### src/rtl/uart_hello_check_if.sv
// Byte-stream input and message-check result bundle for uart_hello_check.
// Latency: none (wires only).
// Backpressure: none; rx_valid is a one-cycle strobe that cannot be stalled.
// Ports: rx_data/rx_valid (received byte), msg_ok/msg_err (result pulses),
//        busy (message in progress), ok_count/err_count/drop_count (stats).
interface uart_hello_check_if;
    logic [7:0]  rx_data;
    logic        rx_valid;
    logic        msg_ok;
    logic        msg_err;
    logic        busy;
    logic [15:0] ok_count;
    logic [7:0]  err_count;
    logic [7:0]  drop_count;

    // Byte source plus result observer.
    modport master (
        output rx_data, rx_valid,
        input  msg_ok, msg_err, busy, ok_count, err_count, drop_count
    );

    // The checker itself.
    modport slave (
        input  rx_data, rx_valid,
        output msg_ok, msg_err, busy, ok_count, err_count, drop_count
    );
endinterface

### src/rtl/uart_hello_check.sv
// Matches a received byte stream against the fixed message "Hello World!\n".
// Latency: msg_ok/msg_err pulse one cycle after the deciding byte or timer expiry.
// Backpressure: none; every rx_valid strobe is consumed, back-to-back included.
// Ports: CLK, reset (async active-high); bus.slave carries rx_data/rx_valid in
//        and msg_ok/msg_err/busy/ok_count/err_count/drop_count out.
module uart_hello_check #(
    parameter int MSG_LEN = 13,
    parameter int TIMEOUT = 1024
) (
    input  logic              CLK,
    input  logic              reset,
    uart_hello_check_if.slave bus
);

    localparam int IDX_W = (MSG_LEN > 1) ? $clog2(MSG_LEN) : 1;
    localparam int TMR_W = (TIMEOUT > 1) ? $clog2(TIMEOUT + 1) : 1;
    localparam logic [IDX_W-1:0] LAST_IDX   = IDX_W'(MSG_LEN - 1);
    localparam logic [TMR_W-1:0] TMR_EXPIRE = TMR_W'(TIMEOUT - 1);

    typedef enum logic {IDLE, RECV} state_t;

    // Message ROM; indices past the string read as 0x00.
    function automatic logic [7:0] rom_byte(input logic [IDX_W-1:0] i);
        logic [7:0] b;
        case (int'(i))
            0:       b = 8'h48;
            1:       b = 8'h65;
            2:       b = 8'h6C;
            3:       b = 8'h6C;
            4:       b = 8'h6F;
            5:       b = 8'h20;
            6:       b = 8'h57;
            7:       b = 8'h6F;
            8:       b = 8'h72;
            9:       b = 8'h6C;
            10:      b = 8'h64;
            11:      b = 8'h21;
            12:      b = 8'h0A;
            default: b = 8'h00;
        endcase
        return b;
    endfunction

    state_t           state_q, state_d;
    logic [IDX_W-1:0] idx_q, idx_d;
    logic [TMR_W-1:0] tmr_q, tmr_d;
    logic             msg_ok_q, msg_ok_d;
    logic             msg_err_q, msg_err_d;
    logic [15:0]      ok_cnt_q, ok_cnt_d;
    logic [7:0]       err_cnt_q, err_cnt_d;
    logic [7:0]       drop_cnt_q, drop_cnt_d;

    logic byte_is_first;
    logic byte_is_expected;

    assign byte_is_first    = (bus.rx_data == rom_byte(IDX_W'(0)));
    assign byte_is_expected = (bus.rx_data == rom_byte(idx_q));

    always_comb begin
        state_d    = state_q;
        idx_d      = idx_q;
        tmr_d      = tmr_q;
        msg_ok_d   = 1'b0;
        msg_err_d  = 1'b0;
        ok_cnt_d   = ok_cnt_q;
        err_cnt_d  = err_cnt_q;
        drop_cnt_d = drop_cnt_q;

        case (state_q)
            IDLE: begin
                if (bus.rx_valid) begin
                    if (byte_is_first) begin
                        if (MSG_LEN == 1) begin
                            // Single-byte message completes straight from IDLE.
                            msg_ok_d = 1'b1;
                            if (~&ok_cnt_q) ok_cnt_d = ok_cnt_q + 16'd1;
                        end else begin
                            state_d = RECV;
                            idx_d   = IDX_W'(1);
                            tmr_d   = '0;
                        end
                    end else if (~&drop_cnt_q) begin
                        drop_cnt_d = drop_cnt_q + 8'd1;
                    end
                end
            end

            RECV: begin
                // A byte always wins over timer expiry on the same cycle.
                if (bus.rx_valid) begin
                    tmr_d = '0;
                    if (byte_is_expected) begin
                        if (idx_q == LAST_IDX) begin
                            msg_ok_d = 1'b1;
                            if (~&ok_cnt_q) ok_cnt_d = ok_cnt_q + 16'd1;
                            state_d = IDLE;
                            idx_d   = '0;
                        end else begin
                            idx_d = idx_q + IDX_W'(1);
                        end
                    end else begin
                        msg_err_d = 1'b1;
                        if (~&err_cnt_q) err_cnt_d = err_cnt_q + 8'd1;
                        // A stray 'H' is treated as the start of a new message.
                        if (byte_is_first) begin
                            idx_d = IDX_W'(1);
                        end else begin
                            state_d = IDLE;
                            idx_d   = '0;
                        end
                    end
                end else if (tmr_q == TMR_EXPIRE) begin
                    msg_err_d = 1'b1;
                    if (~&err_cnt_q) err_cnt_d = err_cnt_q + 8'd1;
                    state_d = IDLE;
                    idx_d   = '0;
                    tmr_d   = '0;
                end else begin
                    tmr_d = tmr_q + TMR_W'(1);
                end
            end

            default: begin
                state_d = IDLE;
                idx_d   = '0;
                tmr_d   = '0;
            end
        endcase
    end

    always_ff @(posedge CLK or posedge reset) begin
        if (reset) begin
            state_q    <= IDLE;
            idx_q      <= '0;
            tmr_q      <= '0;
            msg_ok_q   <= 1'b0;
            msg_err_q  <= 1'b0;
            ok_cnt_q   <= '0;
            err_cnt_q  <= '0;
            drop_cnt_q <= '0;
        end else begin
            state_q    <= state_d;
            idx_q      <= idx_d;
            tmr_q      <= tmr_d;
            msg_ok_q   <= msg_ok_d;
            msg_err_q  <= msg_err_d;
            ok_cnt_q   <= ok_cnt_d;
            err_cnt_q  <= err_cnt_d;
            drop_cnt_q <= drop_cnt_d;
        end
    end

    assign bus.msg_ok     = msg_ok_q;
    assign bus.msg_err    = msg_err_q;
    assign bus.busy       = (state_q == RECV);
    assign bus.ok_count   = ok_cnt_q;
    assign bus.err_count  = err_cnt_q;
    assign bus.drop_count = drop_cnt_q;

endmodule

### src/flat_wrapper.sv
// flat-port wrapper written by rule: the top's interface ports become plain ports
module uart_hello_check_flat 
#(
    parameter int MSG_LEN = 13,
    parameter int TIMEOUT = 1024
)
  (CLK, reset, bus_rx_data, bus_rx_valid, bus_msg_ok, bus_msg_err, bus_busy, bus_ok_count, bus_err_count, bus_drop_count);
  uart_hello_check_if bus_i ();
  input  logic CLK;
  input  logic reset;
  input wire logic [$bits(bus_i.rx_data)-1:0] bus_rx_data;
  input wire logic [$bits(bus_i.rx_valid)-1:0] bus_rx_valid;
  output wire logic [$bits(bus_i.msg_ok)-1:0] bus_msg_ok;
  output wire logic [$bits(bus_i.msg_err)-1:0] bus_msg_err;
  output wire logic [$bits(bus_i.busy)-1:0] bus_busy;
  output wire logic [$bits(bus_i.ok_count)-1:0] bus_ok_count;
  output wire logic [$bits(bus_i.err_count)-1:0] bus_err_count;
  output wire logic [$bits(bus_i.drop_count)-1:0] bus_drop_count;
  assign bus_i.rx_data = bus_rx_data;
  assign bus_i.rx_valid = bus_rx_valid;
  assign bus_msg_ok = bus_i.msg_ok;
  assign bus_msg_err = bus_i.msg_err;
  assign bus_busy = bus_i.busy;
  assign bus_ok_count = bus_i.ok_count;
  assign bus_err_count = bus_i.err_count;
  assign bus_drop_count = bus_i.drop_count;
  uart_hello_check #(.MSG_LEN(MSG_LEN), .TIMEOUT(TIMEOUT)) u_core (.CLK(CLK), .reset(reset), .bus(bus_i));
endmodule
### config.mk
export PLATFORM = sky130hd
export DESIGN_NAME = uart_hello_check_flat
export DESIGN_NICKNAME = d
export VERILOG_FILES = /design/src/rtl/uart_hello_check_if.sv /design/src/rtl/uart_hello_check.sv /design/src/flat_wrapper.sv
export SDC_FILE = /design/constraint.sdc
export NUM_CORES = 1
export LEC_CHECK = 0
export CELL_PAD_IN_SITES_DETAIL_PLACEMENT = 1
export CELL_PAD_IN_SITES_GLOBAL_PLACEMENT = 2
export CORE_AREA = 2 2 78 117
export CTS_BUF_LIST = sky130_fd_sc_hd__clkbuf_16
export DETAILED_ROUTE_END_ITERATION = 8
export DIE_AREA = 0 0 80 119
export PLACE_DENSITY = 0.82
export SYNTH_ARGS = -nofsm -noshare
export SYNTH_HDL_FRONTEND = slang
export SYNTH_SLANG_ARGS = --single-unit
### constraint.sdc
create_clock -name CLK -period 3.05 [get_ports CLK]
set_input_delay 0.61 -clock CLK [delete_from_list [all_inputs] [get_ports CLK]]
set_output_delay 0.61 -clock CLK [all_outputs]
set_load 0.01 [all_outputs]
* Word level (Yosys, flattened, before mapping) *
Memory sizes are Yosys's and may differ from the RTL's.
Cells that the tools add are included.

cells by class
  add/sub/neg operators = 5
  equal/unequal tests = 8
  multiplexer cells = 32
  bitwise gates (word level) = 4
  reduce and logical (&&, ||, !) cells = 9

operator list
  cell                                                    count
  2-to-1 mux 11 bit                                       4
  2-to-1 mux 8 bit                                        4
  2-to-1 mux 4 bit                                        6
  case mux 11 bit (2 select lines)                        1
  adder 16 x 1 -> 16 bit (second input constant)          1
  adder 8 x 1 -> 8 bit (second input constant)            2
  AND reduction 16 bit                                    1
  AND reduction 8 bit                                     2
  2-to-1 mux 1 bit                                        15
  adder 11 x 1 -> 11 bit (second input constant)          1
  == test 11 x 10 -> 1 bit (second input constant)        1
  == test 8 x 7 -> 1 bit (second input constant)          1
  == test 8 bit                                           1
  case mux 4 bit (2 select lines)                         1
  AND reduction 3 bit                                     2
  AND reduction 5 bit                                     1
  adder 4 x 1 -> 4 bit (second input constant)            1
  == test 4 bit (second input constant)                   1
  inequality test 2 bit (second input constant)           2
  NOT 1 bit                                               4
  AND reduction 4 bit                                     1
  inequality test 3 bit (second input constant)           1
  inequality test 2 x 1 -> 1 bit (second input constant)  1
  case mux 1 bit (2 select lines)                         1
  2 further kinds                                         2

word-level totals
  register bits = 50
  ROM bits = 112
  bits of input ports = 11
  output and inout bits = 35
  memories = 1

memory list
  name              words  width  read ports  clocked after Yosys merged registers in  wr ports  line                    text
  (name not given)  16     7      1           0                                        0         uart_hello_check.sv:25  case (int'(i))

* Depth between registers and ports, before layout *
Gate-level depths: netlist of run 1.

  word-level depth = 5
  gate-level depth with buffers = 10
  depth with buffers taken out = 9

* Worst setup path before layout of run 1 *
No wires, ideal clock.

  kind = register to register
  start point = register u_core.idx_q[0]
  end point = register u_core.state_q (netlist: u_core.bus.busy)
  library setup time = 131 ps
  arrival time = 2322 ps
  data required time = 2919 ps
  path slack = 596 ps
  cell stages (with the launch flop) = 11
  buffers on the path = 1
  period minus slack after synthesis = 2454 ps
  cells stage by stage = dfrtp_1 > inv_1 > ha_1 > mux2_2 > mux2i_1 > o32ai_2 > nor4_4 > and3_2 > buf_4 > a21oi_2 > or3_1

between the ends
  cells in the longest elaborated chain, start to end = 5
  elaborated cells between the ends (all ways) = 7
  classes of those cells = eq/ne: 2; mux: 4; memory: 1

ends and longest elaborated chain
  what                                                  line                                            text
  start: declaration                                    uart_hello_check.sv:45                          logic [IDX_W-1:0] idx_q, idx_d;
  start signal: assignment                              uart_hello_check.sv:143                         idx_q <= idx_d;
  memory (16 x 7 bit) or == test 4 bit (tied branches)  n/a
  == test 8 bit or 2-to-1 mux 1 bit (tied branches)     uart_hello_check.sv:57, uart_hello_check.sv:93
  2-to-1 mux 1 bit *                                    uart_hello_check.sv:92                          if (byte_is_expected) begin
  2-to-1 mux 1 bit *                                    uart_hello_check.sv:90                          if (bus.rx_valid) begin
  case mux 1 bit (2 select lines) *                     uart_hello_check.sv:69                          case (state_q)
  named net u_core.state_d                              uart_hello_check.sv:44                          state_t state_q, state_d;
  end signal: assignment                                uart_hello_check.sv:142                         state_q <= state_d;
  end: declaration                                      uart_hello_check.sv:44

The timed path passes the listed nets; every way through them passes the cells marked *.
A chain may end at the register's enable or synchronous reset.

* Worst setup path after layout of run 1 *
  start point = register u_core.idx_q[1]
  end point = register u_core.ok_cnt_q[8] (netlist: u_core.bus.ok_count[8])

between the ends
  cells in the longest elaborated chain, start to end = 3
  elaborated cells between the ends (all ways) = 4
  classes of those cells = eq/ne: 2; reduce/logical: 1; memory: 1

ends and longest elaborated chain
  what                                    line                     text
  memory (16 x 7 bit)                     n/a
  == test 8 bit                           uart_hello_check.sv:57   assign byte_is_expected = (bus.rx_data == rom_byte(idx_q));
  AND reduction 5 bit (no source line) *  n/a
  end signal: assignment                  uart_hello_check.sv:147  ok_cnt_q <= ok_cnt_d;
  end: declaration                        uart_hello_check.sv:49   logic [15:0] ok_cnt_q, ok_cnt_d;

Mark *: on every way between the ends. The rest lies on a longest branch, timed or not.

==> flow_summary.yaml, run 1 <==
status:
  status: "finished, final reports clean"
timing:
  slew_violations: 0
  rsz0062_at_grt: "false"
  setup_viol: 0
  fmax_mhz: 367.6
  finalHoldViolCount: 0
  worst_pin_slew_ns: 0.8450
  relSlewSlack: 0.4367
  skew_ns: 0.006004
  fin_crit_sh: 0.8920
  tns_ns: 0
  min_period_ns: 2.720
routing:
  dr.pass1.iters: 4
  post-route-drc-count: 0
  drt_iter0_drc: 78
  vias: 2213
  wirelength_mm: 6.804
  ant_nets: 0
  via_per_inst: 5.030
  avgRoutedWirePerCell_um: 15.46
power:
  power.share.switching: 0.2697
  power_frac_comb: 0.177
  totalPowerFinal_mw: 1.603
  p_leak_nw: 1.554
  pwr-share-seq: 0.484
  irDropWorstVdd_mv: 0.4987
  power.net_switching_mw: 0.4322
  clkPwrFrac: 0.339
  intPower_mw: 1.171
  power_density_mw_per_mm2: 449.8
yosys:
  syn_avg_cell_area_um2: 10.14
  synth_cell_types: 47
  synth_warnings: 0
  synth_edf_count: 0
  syn_inst: 279
  synth-async-reset-ratio: 1.000
  synthFlopType: "dfrtp_1"
  ys_seq_area_frac: 0.4425
  synth.net_count: 303
  syn_area_mm2: 0.002828
  yosys_register_bits: 50
finish:
  final_area_mm2: 0.003563
  final_common_cell: "dfrtp_1"
  fill_cells: 992
  antenna_cells: 0
  drive_above_1_share: 0.09697
  syn2layout_area_growth_pct: 26.02
  mostFrequentLayoutCells: "dfrtp_1, clkdlybuf4s50_1, nand2_1"
  fin_nets: 353
global_route:
  grt_pass1_wl_mm: 11.72
  grt_max_degree: 28
  grt_antenna_before_repair: 0
  overflow: 0
  grt_util_all_layers: 0.1550
  grt_pass1_vias: 2377
clocking:
  cts_setup_buffers: 0
  cts_buffers: 5
  clockBufferDepth: 2
  cts_tree: "built"
  postCtsHoldBufs: 0
  cts_sinks: 50
  path_clk_slew_ns: 0.07
  clk_latency_ns: 0.29
  cts_resized: 0
  root_buffer: "clkbuf_16"
  htree_levels: 2
floorplan:
  coreArea_mm2: 0.008618
  initial_core_util: 0.3281
  die-height_um: 119
  ios: 46
  die_area_mm2: 0.009520
  rows: 42
  dieWidth_um: 80
job:
  timing.max_cap.violations: 0
critical_path:
  crit_fanout: 9
  crit_chain: "inv_1 -> ha_1 -> mux2_2 -> mux2i_1 -> o32ai_2 -> nor4_4 -> nand4_4 -> buf_4 -> nor3_2 -> xor2_1"
  required_ns: 3.26
  crit_path_end_kind: "flip-flop"
  critical_path_class: "flip-flop to flip-flop"
  cp.arrival_ns: 2.93
  worstSetupStartpointType: "flip-flop"
  cp_slowest_stage_delay_ns: 0.43
  worst_path_max_delay_cell: "dfrtp_1"
min_path:
  hold_class: "flip-flop to flip-flop"
placement:
  dpl.hpwl_mm: 5.093
  gp_congestion: 0.7907
  dpl-instance-area_mm2: 0.003417
  io_buffers: 45
area by class of cell:
type | count | area, um^2 | area share
Clock buffer | 5 | 125.1 | 0.03511
Clock inverter | 3 | 12.51 | 0.003511
Inverter | 10 | 37.54 | 0.01053
Multi-Input combinational cell | 212 | 1499 | 0.4206
Sequential cell | 50 | 1251 | 0.3511
Tap cell | 110 | 137.6 | 0.03862
Timing Repair Buffer | 50 | 500.5 | 0.1404
worst paths after layout:
path | cells after the start | to | from | slack, ns
min in group asynchronous | 2 | u_core.bus.drop_count[0]$_DFFE_PP0P_ | reset | 0.68
max in group asynchronous | 3 | u_core.bus.err_count[0]$_DFFE_PP0P_ | reset | 1.83
hold / removal | 1 | u_core.bus.drop_count[5]$_DFFE_PP0P_ | u_core.bus.drop_count[5]$_DFFE_PP0P_ | 0.49
setup / recovery | 10 | u_core.bus.ok_count[8]$_DFFE_PP0P_ | u_core.idx_q[1]$_DFFE_PP0P_ | 0.33
hold reg to reg | 1 | u_core.bus.drop_count[5]$_DFFE_PP0P_ | u_core.bus.drop_count[5]$_DFFE_PP0P_ | 0.49
setup reg to reg | 10 | u_core.bus.ok_count[8]$_DFFE_PP0P_ | u_core.idx_q[1]$_DFFE_PP0P_ | 0.33
flip-flops by register name, indices dropped and copies added, names as in the netlist:
name	cells
u_core.bus.drop_count	8
u_core.bus.msg_ok	1
u_core.bus.ok_count	16
u_core.tmr_q	11
u_core.bus.busy	1
u_core.bus.msg_err	1
u_core.bus.err_count	8
u_core.idx_q	4
power by group through the flow:
stage	clock network [mW]	logic [mW]	registers (mW)
2_1_floorplan	0	0.121	0.800
3_3_place_gp	0	0.283	0.786
3_5_place_dp	0	0.286	0.788
4_1_cts	0.565	0.289	0.777
5_1_grt	0.591	0.318	0.785
6_report	0.543	0.284	0.775
through the flow:
step	cells	util	setup slack, ns	hold WS [ns]
final	440	0.4135	0.3295	0.4938
after global routing	440	0.4135	0.08986	0.5216
after CTS	440	0.4125	0.1973	0.4955
after detailed placement	432	0.3965	0.1142	0.4820
after global placement	432	0.3965	0.2059	0.4751
after floorplan	279	-	0.5964	0.4604
cells by family after synthesis:
family,share of synthesized area
AOI/OAI and AO/OA,0.1151
xor gates and xnor gates,0.1053
adders and majority gates,0.05752
buffers and inverters,0.03053
DFF,0.4425
muxes,0.03009
and+or+nand+nor,0.2190
worst max-delay path, delay by kind of cell, from the launching register on:
kind | cells | cell delay (ns)
compound gates | 1 | 0.13
buf+inv | 2 | 0.36
fa+ha+maj | 1 | 0.24
xor+xnor | 1 | 0.17
flops | 1 | 0.43
mux | 2 | 0.46
simple gates | 3 | 0.84
layer usage:
| layer | wire [um] | up-vias | global-route usage |
|---|---|---|---|
| met2 | 3529 | 31 | 0.2630 |
| met3 | 180 | 6 | 0.02879 |
| met1 | 2984 | 1086 | 0.1956 |
| met4 | 110 | 0 | 0.05085 |
| li1 | - | 1090 | - |
| met5 | 0 | - | 0 |
cells in the mapped netlist, types with 2 or more instances:
| cell | number | share of area |
|---|---|---|
| nor2b_1 | 3 | 0.0066 |
| mux2i_1 | 4 | 0.014 |
| buf_2 | 3 | 0.0053 |
| nand4_1 | 10 | 0.022 |
| ha_1 | 13 | 0.058 |
| o21ai_0 | 15 | 0.027 |
| mux2_2 | 4 | 0.016 |
| xor2_1 | 18 | 0.056 |
| nand3_1 | 12 | 0.021 |
| and2_1 | 2 | 0.0044 |
| o31ai_1 | 3 | 0.0080 |
| a22o_1 | 4 | 0.012 |
| nor3_1 | 5 | 0.0088 |
| nand2_1 | 28 | 0.037 |
| nor2_1 | 19 | 0.025 |
| xnor2_1 | 16 | 0.050 |
| nor4_1 | 2 | 0.0044 |
| a31o_2 | 2 | 0.0062 |
| nor3_2 | 7 | 0.025 |
| buf_6 | 2 | 0.0080 |
| a21oi_1 | 9 | 0.016 |
| and3_1 | 8 | 0.018 |
| nand2b_1 | 4 | 0.0088 |
| dfrtp_1 | 50 | 0.44 |
| or3_1 | 2 | 0.0044 |
| and4_1 | 4 | 0.012 |
| inv_1 | 10 | 0.013 |
(Power assumes the default switching activity.)
==> run 2: changes to the inputs <==
Settings changed: ABC_CLOCK_PERIOD_IN_PS from default to 3050, CORE_AREA 2 2 78 117 to 2 2 72 108, DIE_AREA 0 0 80 119 to 0 0 74 110, DONT_BUFFER_PORTS from default to 1.
==> run 2 against run 1 <==
  * Critical path depth is the same
  * Maximum frequency down 3.8%
  * Sequential power rose by 4.3%
  * Combinational power down 51%
  * Register-to-register slack got worse by 0.11 ns
  * Critical endpoint unchanged
==> flow_summary.yaml, run 2 (same netlist as run 1, synthesis figures left out) <==
clocking:
  cts_setup_buffers: 0
  cts_buffers: 5
  clockBufferDepth: 2
  path_clk_slew_ns: 0.07
  clk_latency_ns: 0.29
  cts_tree: "built"
  cts_sinks: 50
  htree_levels: 2
  root_buffer: "clkbuf_16"
  postCtsHoldBufs: 0
  cts_resized: 0
routing:
  post-route-drc-count: 0
  avgRoutedWirePerCell_um: 16.97
  drt_iter0_drc: 73
  dr.pass1.iters: 4
  wirelength_mm: 6.498
  ant_nets: 0
  vias: 2097
  via_per_inst: 5.475
floorplan:
  initial_core_util: 0.3939
  dieWidth_um: 74
  die-height_um: 110
  coreArea_mm2: 0.007179
  die_area_mm2: 0.008140
  rows: 38
  ios: 46
finish:
  fin_nets: 306
  antenna_cells: 0
  multiInputGateArea_mm2: 0.001490
  mostFrequentLayoutCells: "dfrtp_1, nand2_1, nor2_1"
  largest_reg_flops: 16
  fill_cells: 827
  fin_util: 0.4268
  final_common_cell: "dfrtp_1"
  drive_above_1_share: 0.1060
  syn2layout_area_growth_pct: 8.363
  seq_area_mm2: 0.001251
timing:
  slew_violations: 0
  min_period_ns: 2.829
  setup_ws_ns: 0.2209
  worst_pin_slew_ns: 1.060
  tns_ns: 0
  finalHoldViolCount: 0
  fmax_mhz: 353.5
  fin_crit_sh: 0.9276
  relSlewSlack: 0.2924
  rsz0062_at_grt: "false"
  skew_ns: 0.006405
  setup_viol: 0
power:
  p_leak_nw: 1.375
  totalPowerFinal_mw: 1.491
  power_density_mw_per_mm2: 486.4
  irDropWorstVdd_mv: 0.3558
critical_path:
  cp.arrival_ns: 3.05
  required_ns: 3.27
  crit_path_end_kind: "flip-flop"
  cp_slowest_stage_delay_ns: 0.42
  worstSetupStartpointType: "flip-flop"
  critical_path_class: "flip-flop to flip-flop"
  crit_chain: "inv_1 -> ha_1 -> mux2_2 -> mux2i_1 -> o32ai_2 -> nor4_4 -> nand4_2 -> buf_4 -> nor3_2 -> xor2_1"
  crit_fanout: 10
  worst_path_max_delay_cell: "dfrtp_1"
global_route:
  overflow: 0
  grt_pass1_wl_mm: 11.23
  grt_antenna_before_repair: 0
  grt_pass1_vias: 2296
  grt_max_degree: 51
  grt_util_all_layers: 0.1786
status:
  status: "finished, final reports clean"
placement:
  dp_worst_setup_slack_ns: 0.1939
  dpl.hpwl_mm: 4.901
  gp_congestion: 0.7856
  io_buffers: 0
min_path:
  hold_class: "input port to flip-flop"
job:
  timing.max_cap.violations: 0
## run 2: cell type report
cell class              instances  area share
clock inverters                 3    0.004083
flip-flops and latches         50      0.4083
inverters                      10     0.01225
well taps                     100     0.04083
clock buffers                   5     0.04083
repair buffers                  3    0.007350
multi-input cells             212      0.4863
## run 2: layer usage
metal  global-route usage  vias to the layer above  routed length (um)
met3              0.05000                        7                 294
met1               0.2183                     1062                2742
li1                     -                      993                   -
met4              0.04675                        0                  74
met2               0.3068                       35                3386
met5                    0                        -                   0
## run 2: worst paths after layout
check / to / cells past startpoint / from / slack, ns
worst max-delay path: u_core.bus.ok_count[8]$_DFFE_PP0P_ / 10 / u_core.idx_q[0]$_DFFE_PP0P_ / 0.22
worst min-delay path: u_core.bus.msg_err$_DFF_PP0_ / 1 / bus_rx_valid / 0.40
worst max register to register: u_core.bus.ok_count[8]$_DFFE_PP0P_ / 10 / u_core.idx_q[0]$_DFFE_PP0P_ / 0.22
worst min register to register: u_core.tmr_q[10]$_DFFE_PP0P_ / 1 / u_core.tmr_q[10]$_DFFE_PP0P_ / 0.54
max in group asynchronous: u_core.bus.ok_count[9]$_DFFE_PP0P_ / 1 / reset / 1.94
min in group asynchronous: u_core.bus.ok_count[8]$_DFFE_PP0P_ / 1 / reset / 0.46
## run 2: per-stage QoR
stage | hold slack, ns | area [um^2] | cells
3_3_place_gp | 0.5067 | 2927 | 375
3_5_place_dp | 0.5206 | 2927 | 375
2_1_floorplan | 0.4604 | 2828 | 279
6_report | 0.4020 | 3064 | 383
4_1_cts | 0.3941 | 3064 | 383
5_1_grt | 0.4013 | 3064 | 383
## run 2: worst max-delay path: cells and delay by family, from the launching register on
family / cells / cell delay, ns
DFF: 1 / 0.42
muxes: 2 / 0.45
xor gates and xnor gates: 1 / 0.15
adders and majority gates: 1 / 0.26
AOI/OAI and AO/OA: 1 / 0.12
and+or+nand+nor: 3 / 0.92
buffers and inverters: 2 / 0.42
## run 2: where the power goes
part / switching (mW) / internal, mW / leakage [nW]
Sequential: 0.0939 / 0.714 / 0.669
Combinational: 0.0721 / 0.0680 / 0.634
Clock: 0.245 / 0.297 / 0.0724
Total: 0.411 / 1.08 / 1.38
==> run 3: changes to the inputs <==
Settings changed: ABC_AREA from default to 1, CORE_AREA 2 2 72 108 to 2 2 82 123, DIE_AREA 0 0 74 110 to 0 0 84 125, PLACE_DENSITY 0.82 to 0.81.
==> run 3 against run 2 <==
  * Maximum frequency increased by 20%
  * Combinational power grew to 3.8 times the previous value
  * Highest routed layer unchanged
  * Largest power group unchanged
  * Clock skew is 0.0020 ns higher
  * Utilization shrank 4.2 points
==> flow_summary.yaml, run 3 <==
critical_path:
  crit_fanout: 8
  required_ns: 3.22
  r2r_start: "u_core.idx_q[0]$_DFFE_PP0P_"
  startpoint: "u_core.idx_q[0]$_DFFE_PP0P_"
  r2r_end: "u_core.bus.ok_count[2]$_DFFE_PP0P_"
  worst-r2r-setup-slack_ns: 0.69
  cp.arrival_ns: 2.54
  crit_family: "simple AND/OR/NAND/NOR gates"
  crit_chain: "inv_1 -> ha_1 -> inv_1 -> nand2_1 -> nand3_1 -> nand2_1 -> nand2_2 -> nand2_2 -> nor2_4 -> nand2_2 -> nor2_8 -> nand4_4 -> nand2_1 -> nand2_1"
  worstSetupStartpointType: "flip-flop"
  cpMostUsedCell: "nand2_1"
  cp_slowest_stage_delay_ns: 0.45
  r2r_cells: 14
  worst_path_max_delay_cell: "dfrtp_1"
  critical_path_class: "flip-flop to flip-flop"
  timing.critical_path.buf_inv: 2
  crit_path_end_kind: "flip-flop"
clocking:
  cts_resized: 0
  cts_setup_buffers: 0
  postCtsHoldBufs: 0
  cts_buffers: 5
  path_clk_slew_ns: 0.07
  htree_levels: 2
  clockBufferDepth: 2
  clk_latency_ns: 0.29
  cts_tree: "built"
  root_buffer: "clkbuf_16"
  cts_sinks: 50
timing:
  fin_crit_sh: 0.7749
  skew_ns: 0.008378
  finalHoldViolCount: 0
  hold_ws_ns: 0.2465
  slew_violations: 0
  relSlewSlack: 0.6216
  min_period_ns: 2.363
  tns_ns: 0
  fmax_mhz: 423.1
  rsz0062_at_grt: "false"
  worst_pin_slew_ns: 0.5667
  setup_viol: 0
yosys:
  syn_inst: 429
  synth_top_area_cell: "dfrtp_1"
  ys_seq_area_frac: 0.3683
  syn_area_mm2: 0.003397
  synth.net_count: 453
  synth_warnings: 0
  synth_cell_types: 32
  synth_commonest_cells: "nand2_1, dfrtp_1, inv_1, nand3_1, nand4_1"
  synth_edf_count: 0
  syn_avg_cell_area_um2: 7.918
  synth-async-reset-ratio: 1.000
  synth_area_leaders: "dfrtp_1, nand2_1, nand4_1"
  yosys_register_bits: 50
  yosysTopAreaCellShare: 0.3683
  post-synth-top-count-cell: "nand2_1"
  synthFlopType: "dfrtp_1"
finish:
  mostFrequentLayoutCells: "nand2_1, dfrtp_1, inv_1"
  syn2layout_area_growth_pct: 7.882
  fin_nets: 458
  largest_reg_flops: 16
  post_layout_nonfiller_instances: 550
  antenna_cells: 0
  final_common_cell: "nand2_1"
  seq_area_mm2: 0.001251
  drive_above_1_share: 0.1287
  fill_cells: 1195
  multiInputGateArea_mm2: 0.001879
power:
  clkPwrFrac: 0.272
  power_density_mw_per_mm2: 547.8
  power_frac_comb: 0.267
  intPower_mw: 1.263
  power.net_switching_mw: 0.7441
  p_leak_nw: 1.809
  power.share.switching: 0.3707
  pwr-share-seq: 0.462
  irDropWorstVdd_mv: 0.2422
routing:
  drt_iter0_drc: 100
  via_per_inst: 5.196
  vias: 2858
  post-route-drc-count: 0
  wl_met2_mm: 4.605
  avgRoutedWirePerCell_um: 15.49
  highest_layer: "met4"
  dr.pass1.iters: 4
  ant_nets: 0
  wirelength_mm: 8.519
  wl_met3_um: 282
  met1Wirelength_mm: 3.468
floorplan:
  rows: 44
  dieWidth_um: 84
  ios: 46
  initial_core_util: 0.3567
  coreArea_mm2: 0.009524
  die-height_um: 125
  die_area_mm2: 0.01050
placement:
  gp_congestion: 0.8123
  io_buffers: 0
  placed_cells: 542
  dpl.hpwl_mm: 6.773
job:
  timing.max_cap.violations: 0
min_path:
  hold_class: "input port to async pin"
global_route:
  grt_antenna_before_repair: 0
  overflow: 0
  grt_pass1_wl_mm: 15.23
  grt_util_all_layers: 0.1762
  grt_max_degree: 27
  grt_pass1_vias: 3100
status:
  status: "finished, final reports clean"
==> run 3: cell families after synthesis <==
logic type | Yosys count | synth area share
DFF | 50 | 0.3683
buffers and inverters | 60 | 0.07845
AOI/OAI and AO/OA | 21 | 0.03535
adders and majority gates | 13 | 0.04788
and+or+nand+nor | 257 | 0.3978
xor gates and xnor gates | 28 | 0.07219
==> run 3: metrics by stage <==
stage | power, mW | util | worst slack [ns] | instance area (um^2)
finish | 2.007 | 0.3848 | 0.6867 | 3665
detailed placement | 1.487 | 0.3699 | 0.7078 | 3523
CTS | 2.046 | 0.3848 | 0.6281 | 3665
floorplan | 1.337 | - | 1.145 | 3397
global placement | 1.463 | 0.3699 | 0.7653 | 3523
global route | 2.166 | 0.3848 | 0.4773 | 3665
==> run 3: power groups by stage <==
stage	combinational, mW	clock, mW	sequential [mW]
2_1_floorplan	0.435	0	0.902
3_3_place_gp	0.528	0	0.935
3_5_place_dp	0.544	0	0.943
4_1_cts	0.549	0.567	0.930
5_1_grt	0.626	0.593	0.947
6_report	0.535	0.545	0.927
==> run 3: how the worst max path moves through the flow <==
stage | end | slack (ns) | cells past startpoint
after floorplan | u_core.bus.ok_count[7]$_DFFE_PP0P_ | 1.14 | 14
after global routing | u_core.bus.ok_count[0]$_DFFE_PP0P_ | 0.48 | 14
after CTS | u_core.bus.ok_count[2]$_DFFE_PP0P_ | 0.63 | 14
after detailed placement | u_core.bus.ok_count[0]$_DFFE_PP0P_ | 0.71 | 14
after global placement | u_core.bus.ok_count[0]$_DFFE_PP0P_ | 0.77 | 9
final | u_core.bus.ok_count[2]$_DFFE_PP0P_ | 0.69 | 14
==> run 3: area by class of cell <==
type                       count  area share
timing repair buffer           4    0.008194
clock buffer                   5     0.03414
multi-input combinational    319      0.5128
clock inverter                 3    0.004438
inverter                      54     0.05975
tap                          115     0.03926
sequential                    50      0.3414
==> run 3: layer usage <==
metal  vias up  GRT usage
met5         -          0
met4         0    0.05503
met3        11    0.03300
met2        38     0.3261
met1      1399     0.2027
li1       1410          -
==> run 3: worst reg2reg max path, cell delays in order (launching register included) <==
cell     delay, ns
dfrtp_1       0.45
inv_1         0.15
ha_1          0.35
inv_1         0.09
nand2_1       0.05
nand3_1       0.13
nand2_1       0.08
nand2_2       0.08
nand2_2       0.06
nor2_4        0.13
nand2_2       0.11
nor2_8        0.18
nand4_4       0.18
nand2_1       0.13
nand2_1       0.07
